--- src/rtl/gpu_cmd_pkg.sv ---
// gpu_cmd_pkg: types and constants shared by the GP0 command front-end.
//   - GP0 opcode constants (environment commands E1h-E6h, polygon range,
//     bypass ranges).
//   - Decoder state enum (IDLE, POLY, BYPASS).
//   - Opcode classification helpers.
package gpu_cmd_pkg;

  // Environment (register-bank) commands
  localparam logic [7:0] OP_TEXPAGE_E1  = 8'hE1;
  localparam logic [7:0] OP_TEXWINDOW   = 8'hE2;
  localparam logic [7:0] OP_DRAWAREA_TL = 8'hE3;
  localparam logic [7:0] OP_DRAWAREA_BR = 8'hE4;
  localparam logic [7:0] OP_E5_OFFSETS  = 8'hE5;
  localparam logic [7:0] OP_MASK        = 8'hE6;

  // Polygon command range
  localparam logic [7:0] OP_POLY_LO = 8'h20;
  localparam logic [7:0] OP_POLY_HI = 8'h3F;

  // Opcodes handed to the bypass engine
  localparam logic [7:0] OP_BYP_SINGLE = 8'h02;
  localparam logic [7:0] OP_BYP_LO     = 8'h40;
  localparam logic [7:0] OP_BYP_HI     = 8'hDF;

  typedef enum logic [1:0] {
    IDLE   = 2'd0,
    POLY   = 2'd1,
    BYPASS = 2'd2
  } gp0State_t;

  function automatic logic isPolyOp(input logic [7:0] op);
    return (op >= OP_POLY_LO) && (op <= OP_POLY_HI);
  endfunction

  function automatic logic isBypassOp(input logic [7:0] op);
    return (op == OP_BYP_SINGLE) || ((op >= OP_BYP_LO) && (op <= OP_BYP_HI));
  endfunction

endpackage

--- src/rtl/gp0_poly_len.sv ---
// gp0_poly_len: polygon command length decoder (purely combinational).
// Ports:
//   i_opBits      op[4:2] of a polygon opcode = {gouraud, quad, textured}
//   o_totalWords  number of FIFO words in the command, command word included
//   o_texIdx      0-based word index carrying the texpage (second vertex UV)
module gp0_poly_len
  import gpu_cmd_pkg::*;
(
  input  logic [2:0] i_opBits,
  output logic [3:0] o_totalWords,
  output logic [2:0] o_texIdx
);

  logic       gouraud;
  logic       quad;
  logic       textured;
  logic [3:0] nVert;

  assign gouraud  = i_opBits[2];
  assign quad     = i_opBits[1];
  assign textured = i_opBits[0];
  assign nVert    = quad ? 4'd4 : 4'd3;

  // Total = 1 + n*(1+t) + (n-1)*g; the first vertex colour rides in the
  // command word, hence (n-1) extra colour words for gouraud.
  always_comb begin
    o_totalWords = 4'd1 + (textured ? {nVert[2:0], 1'b0} : nVert)
                 + (gouraud ? (nVert - 4'd1) : 4'd0);
    if (gouraud) begin
      o_texIdx = 3'd5;
    end else begin
      o_texIdx = 3'd4;
    end
  end

endmodule

--- src/rtl/gp0_cmd_decoder.sv ---
// gp0_cmd_decoder: GP0 command front-end.
// Pops words from the GP0 command FIFO, turns environment commands into
// one-cycle register-bank load strobes, streams polygon commands downstream
// and hands every other opcode to a bypass engine.
// Ports:
//   i_clk, nRstGPU             clock, asynchronous active-low reset
//   i_fifoEmpty, i_fifoData    FIFO status and FWFT head word
//   o_fifoPop                  consume the head word this cycle
//   fifoDataOut                registered copy of the last popped word
//   load*                      one-cycle strobes aligned with fifoDataOut
//   o_primValid/Data/First/Last, i_primReady   polygon word stream
//   o_bypassReq, i_bypassDone  bypass engine handshake
//   o_busy                     decoder is not idle
module gp0_cmd_decoder
  import gpu_cmd_pkg::*;
(
  input  logic        i_clk,
  input  logic        nRstGPU,
  input  logic        i_fifoEmpty,
  input  logic [31:0] i_fifoData,
  output logic        o_fifoPop,
  output logic [31:0] fifoDataOut,
  output logic        loadE5Offsets,
  output logic        loadTexPageE1,
  output logic        loadTexPage,
  output logic        loadTexWindowSetting,
  output logic        loadDrawAreaTL,
  output logic        loadDrawAreaBR,
  output logic        loadMaskSetting,
  output logic        o_primValid,
  output logic [31:0] o_primData,
  output logic        o_primFirst,
  output logic        o_primLast,
  input  logic        i_primReady,
  output logic        o_bypassReq,
  input  logic        i_bypassDone,
  output logic        o_busy
);

  gp0State_t  state;
  gp0State_t  stateNext;
  logic [3:0] remaining;
  logic [3:0] windex;
  logic       polyTex;
  logic [2:0] polyTexIdx;

  logic [7:0] headOp;
  logic [3:0] headTotal;
  logic [2:0] headTexIdx;
  logic       headIsPoly;
  logic       headIsBypass;

  logic       popS;
  logic       primValidS;
  logic       primFirstS;
  logic       primLastS;
  logic       bypassReqS;
  logic       popGated;

  assign headOp       = i_fifoData[31:24];
  assign headIsPoly   = isPolyOp(headOp);
  assign headIsBypass = isBypassOp(headOp);

  gp0_poly_len u_polyLen (
    .i_opBits     (headOp[4:2]),
    .o_totalWords (headTotal),
    .o_texIdx     (headTexIdx)
  );

  // Next-state and combinational handshake decode.
  always_comb begin
    stateNext  = state;
    popS       = 1'b0;
    primValidS = 1'b0;
    primFirstS = 1'b0;
    primLastS  = 1'b0;
    bypassReqS = 1'b0;
    case (state)
      IDLE: begin
        if (!i_fifoEmpty) begin
          if (headIsPoly) begin
            // The command word itself is the first word of the stream.
            primValidS = 1'b1;
            primFirstS = 1'b1;
            if (i_primReady) begin
              popS      = 1'b1;
              stateNext = POLY;
            end else begin
              popS = 1'b0;
            end
          end else if (headIsBypass) begin
            bypassReqS = 1'b1;
            stateNext  = BYPASS;
          end else begin
            // Environment commands and NOPs are consumed immediately.
            popS = 1'b1;
          end
        end else begin
          stateNext = IDLE;
        end
      end
      POLY: begin
        primValidS = !i_fifoEmpty;
        primLastS  = (remaining == 4'd1);
        if (primValidS && i_primReady) begin
          popS = 1'b1;
          if (remaining == 4'd1) begin
            stateNext = IDLE;
          end else begin
            stateNext = POLY;
          end
        end else begin
          popS = 1'b0;
        end
      end
      BYPASS: begin
        bypassReqS = 1'b1;
        if (i_bypassDone) begin
          stateNext = IDLE;
        end else begin
          stateNext = BYPASS;
        end
      end
      default: begin
        stateNext = IDLE;
      end
    endcase
  end

  // Handshake outputs are forced low while reset is asserted so that a
  // reset mid-polygon silences the interface immediately.
  assign popGated    = popS & nRstGPU;
  assign o_fifoPop   = popGated;
  assign o_primValid = primValidS & nRstGPU;
  assign o_primFirst = primFirstS & nRstGPU;
  assign o_primLast  = primLastS & nRstGPU;
  assign o_bypassReq = bypassReqS & nRstGPU;
  assign o_primData  = nRstGPU ? i_fifoData : 32'h0000_0000;
  assign o_busy      = (state != IDLE);

  // State register.
  always_ff @(posedge i_clk or negedge nRstGPU) begin
    if (!nRstGPU) begin
      state <= IDLE;
    end else begin
      state <= stateNext;
    end
  end

  // Polygon word counters and latched texture attributes.
  always_ff @(posedge i_clk or negedge nRstGPU) begin
    if (!nRstGPU) begin
      remaining  <= 4'd0;
      windex     <= 4'd0;
      polyTex    <= 1'b0;
      polyTexIdx <= 3'd0;
    end else if (state == IDLE && popGated && headIsPoly) begin
      remaining  <= headTotal - 4'd1;
      windex     <= 4'd1;
      polyTex    <= headOp[2];
      polyTexIdx <= headTexIdx;
    end else if (state == POLY && popGated) begin
      remaining <= remaining - 4'd1;
      windex    <= windex + 4'd1;
    end
  end

  // Registered data copy and one-cycle load strobes.
  always_ff @(posedge i_clk or negedge nRstGPU) begin
    if (!nRstGPU) begin
      fifoDataOut          <= 32'h0000_0000;
      loadTexPageE1        <= 1'b0;
      loadTexWindowSetting <= 1'b0;
      loadDrawAreaTL       <= 1'b0;
      loadDrawAreaBR       <= 1'b0;
      loadE5Offsets        <= 1'b0;
      loadMaskSetting      <= 1'b0;
      loadTexPage          <= 1'b0;
    end else begin
      loadTexPageE1        <= 1'b0;
      loadTexWindowSetting <= 1'b0;
      loadDrawAreaTL       <= 1'b0;
      loadDrawAreaBR       <= 1'b0;
      loadE5Offsets        <= 1'b0;
      loadMaskSetting      <= 1'b0;
      loadTexPage          <= 1'b0;
      if (popGated) begin
        fifoDataOut <= i_fifoData;
      end
      if (state == IDLE && popGated) begin
        case (headOp)
          OP_TEXPAGE_E1:  loadTexPageE1        <= 1'b1;
          OP_TEXWINDOW:   loadTexWindowSetting <= 1'b1;
          OP_DRAWAREA_TL: loadDrawAreaTL       <= 1'b1;
          OP_DRAWAREA_BR: loadDrawAreaBR       <= 1'b1;
          OP_E5_OFFSETS:  loadE5Offsets        <= 1'b1;
          OP_MASK:        loadMaskSetting      <= 1'b1;
          default:        loadTexPage          <= 1'b0;
        endcase
      end
      // Texpage lives in the upper half of the second vertex's UV word.
      if (state == POLY && popGated && polyTex && (windex == {1'b0, polyTexIdx})) begin
        loadTexPage <= 1'b1;
      end
    end
  end

endmodule

--- config.mk ---
export PLATFORM = sky130hd
export DESIGN_NAME = gp0_cmd_decoder
export DESIGN_NICKNAME = d
export VERILOG_FILES = /design/src/rtl/gpu_cmd_pkg.sv /design/src/rtl/gp0_poly_len.sv /design/src/rtl/gp0_cmd_decoder.sv
export SDC_FILE = /design/constraint.sdc
export NUM_CORES = 1
export LEC_CHECK = 0
export ABC_AREA = 1
export ABC_CLOCK_PERIOD_IN_PS = 1500
export BUFFER_PORTS_ARGS = -buffer_cell sky130_fd_sc_hd__buf_4
export CAP_MARGIN = 40
export CORE_MARGIN = 1
export CORE_UTILIZATION = 48
export DETAILED_ROUTE_END_ITERATION = 12
export PLACE_DENSITY = 0.8
export SLEW_MARGIN = 20
export SYNTH_ARGS = -nofsm -noshare
export SYNTH_HDL_FRONTEND = slang
export SYNTH_SLANG_ARGS = --single-unit
--- constraint.sdc ---
create_clock -name i_clk -period 1.5 [get_ports i_clk]
set_input_delay 0.075 -clock i_clk [delete_from_list [all_inputs] [get_ports i_clk]]
set_output_delay 0.075 -clock i_clk [all_outputs]
set_load 0.02 [all_outputs]
# == Yosys cells after proc, flatten, opt, wreduce, memory -nomap -nowiden ==
# Index checks and enable logic that the tools add are counted.
# totals
register_bits,53
wordCells,101
# classes
addsub,6
order_cmp,4
n_eq_ne,14
muxes,45
bitwise_logic,5
reduce_logical,14
# ops
cell,n
8-bit equality test (second input constant),6
32-bit two-way mux,1
1-bit two-way mux,27
4-bit two-way mux,6
2-bit two-way mux,6
4-bit by 1-bit subtractor with 4-bit output (second input constant),3
8-bit by 2-bit equality test with 1-bit output (second input constant),1
8-bit by 6-bit greater-or-equal comparator with 1-bit output (second input constant),1
8-bit by 7-bit greater-or-equal comparator with 1-bit output (second input constant),1
8-bit by 6-bit <= comparator with 1-bit output (second input constant),1
8-bit <= comparator (second input constant),1
1-bit logical AND,8
4-bit != test (second input constant),2
1-bit case mux with 2 select lines,3
2-bit case mux with 3 select lines,1
1-bit AND,5
1-bit by 4-bit adder with 4-bit output (first input constant),1
4-bit by 1-bit adder with 4-bit output (second input constant),1
4-bit adder,1
4-bit by 1-bit equality test with 1-bit output (second input constant),1
4-bit by 3-bit equality test with 1-bit output,1
2-bit nonzero test,2
3-bit two-way mux,1
3-bit AND reduction,1
other kinds (6),6

# == Depth between registers and ports, before layout ==
# Gate-level depths: netlist of run 1.
# depth
word_depth,12
ltp_mapped,11
ltp_nobuf,11

# == Cells and area by module ==
# Synthesis of run 1 repeated with hierarchy kept, for this count alone.
# unflattened
hier_cells,389
area_unflattened_um2,2916.5
# by_module_without_submodules
module,n_inst,cells_each,area_each_um2,seq_area_each_um2
gp0_cmd_decoder,1,365,2766.4,1326.3
gp0_poly_len,1,24,150.1,0.0

# == Worst setup path after synthesis of run 1 ==
# No wires, ideal clock.
# synth_timing
path_kind,reg2out
startpoint,register state[1]
endpoint,output o_primValid
arrival_time_ps,1360
path_slack_ps,65
stages_incl_launch_ff,6
cell_sequence,dfrtp_1 inv_1 nand2_2 nor2_1 inv_1 a211oi_1
# synth_via
elab_chain_cells,3
word_cells_on_any_way,4
# synth_lines
item,line_no,source
from (decl),gp0_cmd_decoder.sv:40,gp0State_t state;
from (signal assigned),gp0_cmd_decoder.sv:146,state <= stateNext;
2-bit by 1-bit equality test with 1-bit output or 2-bit logical NOT (tied branches),gp0_cmd_decoder.sv:78,case (state)
1-bit case mux with 2 select lines *,gp0_cmd_decoder.sv:78,
1-bit AND *,gp0_cmd_decoder.sv:134,assign o_primValid = primValidS & nRstGPU;
to (decl),gp0_cmd_decoder.sv:30,"output logic o_primValid,"
# Every way passes the cells marked *; elsewhere a longest branch is shown, timed or not.

# == Worst setup path after layout of run 1 ==
# layout_timing
startpoint,register state[1]
endpoint,output o_fifoPop
# layout_via
elab_chain_cells,3
word_cells_on_any_way,4
# layout_lines
item,line_no,source
2-bit by 1-bit equality test with 1-bit output or 2-bit logical NOT (tied branches),gp0_cmd_decoder.sv:78,
1-bit case mux with 2 select lines *,gp0_cmd_decoder.sv:78,
1-bit AND *,gp0_cmd_decoder.sv:132,assign popGated = popS & nRstGPU;
to (decl),gp0_cmd_decoder.sv:21,"output logic o_fifoPop,"
# Marked as above.

==> flow_summary.yaml, run 1 <==
clock_network:
  cts_tree: "done"
  htree_levels: 2
  numCtsBuffers: 5
  cts.path.max_buffers: 2
  path_clk_slew_ns: 0.09
  clock-sinks: 52
  insertion_delay_ns: 0.30
  root_buffer: "clkbuf_8"
critical_path:
  end_kind: "primary output"
  worst-endpoint-required_ns: 1.42
  worstPathMaxFanout: 5
  ff2ff_setup_slack_ns: -0.09
  reg2reg_from: "state[1]"
  r2r_cells: 10
  r2r-end: "remaining[0]"
  critPathKind: "flop to primary output"
  worstPathArrival_ns: 1.55
  cp-start-kind: "flop"
routing:
  ant_nets: 0
  vias: 3051
  route.detailed.drc: 0
  drt-initial-drc-count: 141
  drt_wl_total_um: 8878
  viasPerCell: 5.162
  post_drt_wl_per_cell_um: 15.02
  drt_first_pass_iters: 4
floorplanning:
  core_sq_um: 5540
  io_pins: 114
  fp.dieArea_sq_um: 6098
  die_y_um: 78.09
  fp.dieW_um: 78.09
  initial_core_util_pct: 50.16
  rows: 27
logic_synthesis:
  avgSynthCellArea_sq_um: 7.828
  synth_edf_count: 0
  yosys-top-cells-area: "dfrtp_1, nand2_1, nand3_1"
  postSynthCellCount: 355
  synth_warnings: 0
  dominantRegCellSynth: "dfrtp_1"
  yosysSeqAreaShare_pct: 46.83
  yosysTopAreaCell: "dfrtp_1"
  syn_nets: 403
  synth_most_common_cell: "nand2_1"
  synthTopCellsByCount: "nand2_1, inv_1, dfrtp_1, nand3_1, ha_1"
  synth_cell_type_count: 28
  synth.top_cell.area_share_pct: 46.83
  ys_ff_latch: 52
  synth_area_sq_um: 2779
  async_reset_ff_share_pct: 100.0
power_and_ir_drop:
  leakage_uw: 0.002556
  peakVddDrop_uv: 921.6
  power_frac_comb_pct: 51.7
  power.density_nw_per_um2: 1477
  clkPwrFrac_pct: 12.6
  power.switching_uw: 2705
  power_frac_seq_pct: 35.7
  internal_power_uw: 3833
  swShare_pct: 41.38
status:
  outcome: "complete, but fails checks"
  violations: "setup timing"
global_routing:
  first_global_vias: 2900
  gr-total-overflow: 0
  grt_usage_pct: 27.73
  grt_pass1_wl_um: 13230
  grt_max_degree: 30
  antenna_found_initial: 0
final_layout:
  final_area_sq_um: 4427
  area_growth_pct: 59.30
  drive_gt1_share_pct: 35.45
  final_nets: 566
  final_util_pct: 79.90
  diodes: 0
timing:
  rsz0062_at_grt: "yes"
  tns_ns: -1.094
  hold_viol: 0
  fin_hold_ws_ns: 0.01841
  relSlewSlack_pct: 53.58
  finalClockSkew_ns: 0.007425
  fin_crit_ns: 1.620
  post-route-period-util_pct: 108.0
  slew_violations: 0
  setup_viol: 30
  fin_ws_ns: -0.1201
  fmax_ghz: 0.6172
  tightest_slew_ns: 0.6941
placement:
  placedInstanceArea_sq_um: 3770
  io_buffers: 113
  place_ws_ns: 0.03214
  gp_congestion: 0.8452
  dpl.hpwl_um: 5311
hold_path:
  worstHoldStart: "i_fifoData[24]"
  min_to: "fifoDataOut[24]"
  holdPathStages: 3
  holdCritPathClass: "primary input to flop"
run:
  maxCapViolations: 0
flip-flops by register name, indices dropped and copies added (netlist names):
register	cells
polyTexIdx	2
loadDrawAreaTL	1
loadTexPage	1
loadE5Offsets	1
loadMaskSetting	1
windex	4
state	2
remaining	4
loadTexPageE1	1
fifoDataOut	32
polyTex	1
loadTexWindowSetting	1
loadDrawAreaBR	1
metal layers:
metal | vias up | global-route usage (%) | part of all wire (%)
met1 | 1426 | 31.83 | 38
met5 | - | 0 | 0
met2 | 162 | 49.12 | 51
li1 | 1421 | - | -
met4 | 0 | 13.70 | 4.9
met3 | 42 | 5.465 | 6.0
cells by family (layout without fill, tap and decap cells):
| logic type | after synthesis | in the layout | share of synthesized area [%] |
|---|---|---|---|
| and+or+nand+nor | 194 | 194 | 31.70 |
| AOI/OAI and AO/OA | 19 | 19 | 3.782 |
| adders and majority gates | 11 | 11 | 4.953 |
| DFF | 52 | 52 | 46.83 |
| xor gates and xnor gates | 4 | 4 | 1.261 |
| buffers and inverters | 75 | 239 | 11.48 |
worst max path at each step:
stage              startpoint               to  depth (start not counted)
5_1_grt              state[1]        o_fifoPop                          9
4_1_cts              state[1]      o_bypassReq                          7
6_report             state[1]        o_fifoPop                          9
3_5_place_dp   i_fifoData[26]   fifoDataOut[3]                         10
3_3_place_gp   i_fifoData[26]  fifoDataOut[19]                         11
2_1_floorplan        state[1]      o_primValid                          5
cell usage in the layout (no fill, tap or decap), types with 6 or more instances in the layout:
cell type and instances:
buf_4 127, nand2_1 117, inv_1 52, dfrtp_1 52
nand3_1 45, dlygate4sd3_1 28, ha_1 11, inv_2 8
clkbuf_8 6, buf_6 6
worst max-delay path: stages, from the launching register on:
cell and delay, ns:
dfrtp_1 0.43, inv_2 0.08, nand2_4 0.08, nor2_4 0.11
nand2_1 0.07, nand2_2 0.09, nand3_4 0.10, nand2_4 0.09
buf_12 0.11, buf_8 0.10
final cells by class:
class	count	area (sq um)
multi-input combinational	228	1226
fill	345	1114
sequential	52	1301
clock inverter	1	7.507
timing repair buffer	170	1481
clock buffer	7	86.33
tap	72	90.09
inverter	61	234.0
power by group through the flow:
stage | combinational (uW) | clock (uW) | sequential, uW
CTS | 3130 | 834 | 2310
global route | 3630 | 908 | 2390
global placement | 2810 | 0 | 2310
detailed placement | 2880 | 0 | 2340
floorplan | 1180 | 0 | 2780
finish | 3380 | 824 | 2340
per-stage QoR:
step	cells	power [uW]
6_report	591	6538
4_1_cts	587	6281
3_3_place_gp	540	5118
3_5_place_dp	540	5215
5_1_grt	591	6933
2_1_floorplan	355	3957
what timing repair did:
| action | 4_1_cts | 5_1_grt |
|---|---|---|
| pin swaps | 6 | 6 |
| setup buffers | 10 | 5 |
| endpoints found under the hold margin | 77 | 0 |
| hold buffers | 29 | 0 |
| cloned | 0 | 2 |
| resized for setup | 7 | 29 |
| endpoints found under the setup margin | 4 | 52 |
No activity file was read; power rests on OpenSTA's default activity.
==> inputs of run 2 (changes only) <==
--- a/config.mk
+++ b/config.mk
@@ -6,13 +6,13 @@
 export NUM_CORES = 1
 export LEC_CHECK = 0
 export ABC_AREA = 1
-export ABC_CLOCK_PERIOD_IN_PS = 1500
+export ABC_CLOCK_PERIOD_IN_PS = 2000
 export BUFFER_PORTS_ARGS = -buffer_cell sky130_fd_sc_hd__buf_4
 export CAP_MARGIN = 40
 export CORE_MARGIN = 1
-export CORE_UTILIZATION = 48
+export CORE_UTILIZATION = 52
 export DETAILED_ROUTE_END_ITERATION = 12
-export PLACE_DENSITY = 0.8
+export PLACE_DENSITY = 0.85
 export SLEW_MARGIN = 20
 export SYNTH_ARGS = -nofsm -noshare
 export SYNTH_HDL_FRONTEND = slang
==> constraint.sdc (replaced) <==
create_clock -name i_clk -period 2 [get_ports i_clk]
set_input_delay 0.1 -clock i_clk [delete_from_list [all_inputs] [get_ports i_clk]]
set_output_delay 0.1 -clock i_clk [all_outputs]
set_load 0.02 [all_outputs]
==> run 2 against run 1 <==
- the flow now finishes without violations
- flip-flop and latch count did not move
- sequential share of layout area increased by 3.4 points
- clock power shrank 27%
==> flow_summary.yaml, run 2 (same netlist as run 1, synthesis figures left out) <==
status:
  outcome: "complete, no violations"
placement:
  placedInstanceArea_sq_um: 3660
  dpl.hpwl_um: 4953
  io_buffers: 113
  place_ws_ns: 0.2291
  gp_congestion: 0.8836
critical_path:
  cp-start-kind: "primary input"
  cp-startpoint: "nRstGPU"
  r2r_cells: 9
  worstPathArrival_ns: 1.73
  end_kind: "primary output"
  critPathKind: "primary input to primary output"
  reg2reg_from: "state[1]"
  ff2ff_setup_slack_ns: 0.30
  r2r-end: "remaining[0]"
  worstPathMaxFanout: 15
  worst-endpoint-required_ns: 1.90
final_layout:
  largest-register: "fifoDataOut"
  multiInputGateArea_sq_um: 1179
  regArea_sq_um: 1301
  final_nets: 533
  top_regs: "fifoDataOut (32), remaining (4), windex (4)"
  final_cell_mix: "buf_4, nand2_1, inv_1"
  largest_register_ffs: 32
  final_area_sq_um: 3964
  diodes: 0
  layout.cells.most_common: "buf_4"
  drive_gt1_share_pct: 30.52
  fill_cells: 377
  area_growth_pct: 42.64
routing:
  vias: 2767
  ant_nets: 0
  post_drt_wl_per_cell_um: 13.07
  drt-initial-drc-count: 190
  drt_first_pass_iters: 4
  route.detailed.drc: 0
  viasPerCell: 4.986
  drt_wl_total_um: 7255
hold_path:
  holdCritPathClass: "primary input to flop"
  worstHoldStart: "i_fifoData[19]"
  min_to: "fifoDataOut[19]"
  holdPathStages: 3
global_routing:
  grt_usage_pct: 25.57
  first_global_vias: 2408
  grt_max_degree: 85
  antenna_found_initial: 0
  gr-total-overflow: 0
  grt_pass1_wl_um: 10850
timing:
  finalClockSkew_ns: 0.002492
  fin_ws_ns: 0.1672
  tightest_slew_ns: 0.3823
  hold_viol: 0
  fmax_ghz: 0.5456
  setup_viol: 0
  fin_hold_ws_ns: 0.009874
  post-route-period-util_pct: 91.64
  rsz0062_at_grt: "no"
  relSlewSlack_pct: 74.44
  fin_crit_ns: 1.833
  tns_ns: 0
  slew_violations: 0
power_and_ir_drop:
  power.switching_uw: 1866
  power.density_nw_per_um2: 1136
  peakVddDrop_uv: 668.9
  internal_power_uw: 2637
  leakage_uw: 0.002362
  swShare_pct: 41.44
  power_frac_comb_pct: 47.7
  power_frac_seq_pct: 38.9
  power_uw: 4503
  clkPwrFrac_pct: 13.3
clock_network:
  numCtsBuffers: 5
  path_clk_slew_ns: 0.09
  clock-sinks: 52
  insertion_delay_ns: 0.30
  cts.path.max_buffers: 2
  cts_tree: "done"
  root_buffer: "clkbuf_8"
  htree_levels: 2
run:
  maxCapViolations: 0
floorplanning:
  rows: 26
  initial_core_util_pct: 54.07
  io_pins: 114
  fp.dieW_um: 75.11
  die_y_um: 75.11
  core_sq_um: 5140
  fp.dieArea_sq_um: 5641
-- run 2: changes by cell type in the layout (fill, tap and decap cells not counted), moves of 3 or more --
cell,previous run,this run
buf_12,5,1
a21oi_2,4,0
inv_2,8,5
nor2_1,5,8
o21ai_1,4,0
inv_1,52,55
o21ai_0,4,9
dlygate4sd3_1,28,16
a21oi_1,2,6
buf_6,6,0
buf_4,127,119
-- run 2: metal layers --
layer,up-vias,routed length [um],global-route usage (%),share of wire (%)
li1,1358,-,-,-
met1,1293,3147,33.80,43
met2,104,3628,42.44,50
met3,12,379,5.489,5.2
met4,0,99,7.757,1.4
met5,-,0,0,0
-- run 2: repair_timing --
item	in CTS	in global routing
endpoints found under the setup margin	1	1
setup buffers	0	4
hold endpoints to repair	63	4
cloned	0	1
pin swaps	0	1
hold buffers	12	4
gates resized for setup	1	2
-- run 2: worst max path at each step --
stage                  endpoint  slack, ns
global placement      o_fifoPop       0.30
global route          o_fifoPop       0.07
floorplan           o_primValid       0.54
CTS                   o_fifoPop      0.004
finish                o_fifoPop       0.17
detailed placement    o_fifoPop       0.23
-- run 2: critical path, stage by stage --
cell and delay, ns:
dlygate4sd3_1 0.56, buf_4 0.19, inv_2 0.08, nor3_4 0.34, inv_4 0.17, nand2_8 0.13
buf_4 0.15
-- run 2: cell type report --
class                      count  share of cell area, %
timing repair buffer         136                  27.08
tap                           70                  2.210
sequential                    52                  32.83
inverter                      61                  5.840
clock inverter                 1                 0.2210
clock buffer                   6                  2.083
multi-input combinational    229                  29.73
-- run 2: metrics by stage --
stage                     util [%]  instances
after floorplan                  -        355
after global placement       71.20        527
after detailed placement     71.20        527
after CTS                    75.49        546
after global routing         77.12        555
final                        77.12        555
-- run 2: power by group through the flow --
| stage | Combinational (uW) | Clock, uW | Sequential, uW |
|---|---|---|---|
| 5_1_grt | 2370 | 654 | 1800 |
| 3_5_place_dp | 2080 | 0 | 1760 |
| 2_1_floorplan | 886 | 0 | 2080 |
| 4_1_cts | 2110 | 616 | 1750 |
| 6_report | 2150 | 601 | 1750 |
| 3_3_place_gp | 2030 | 0 | 1740 |
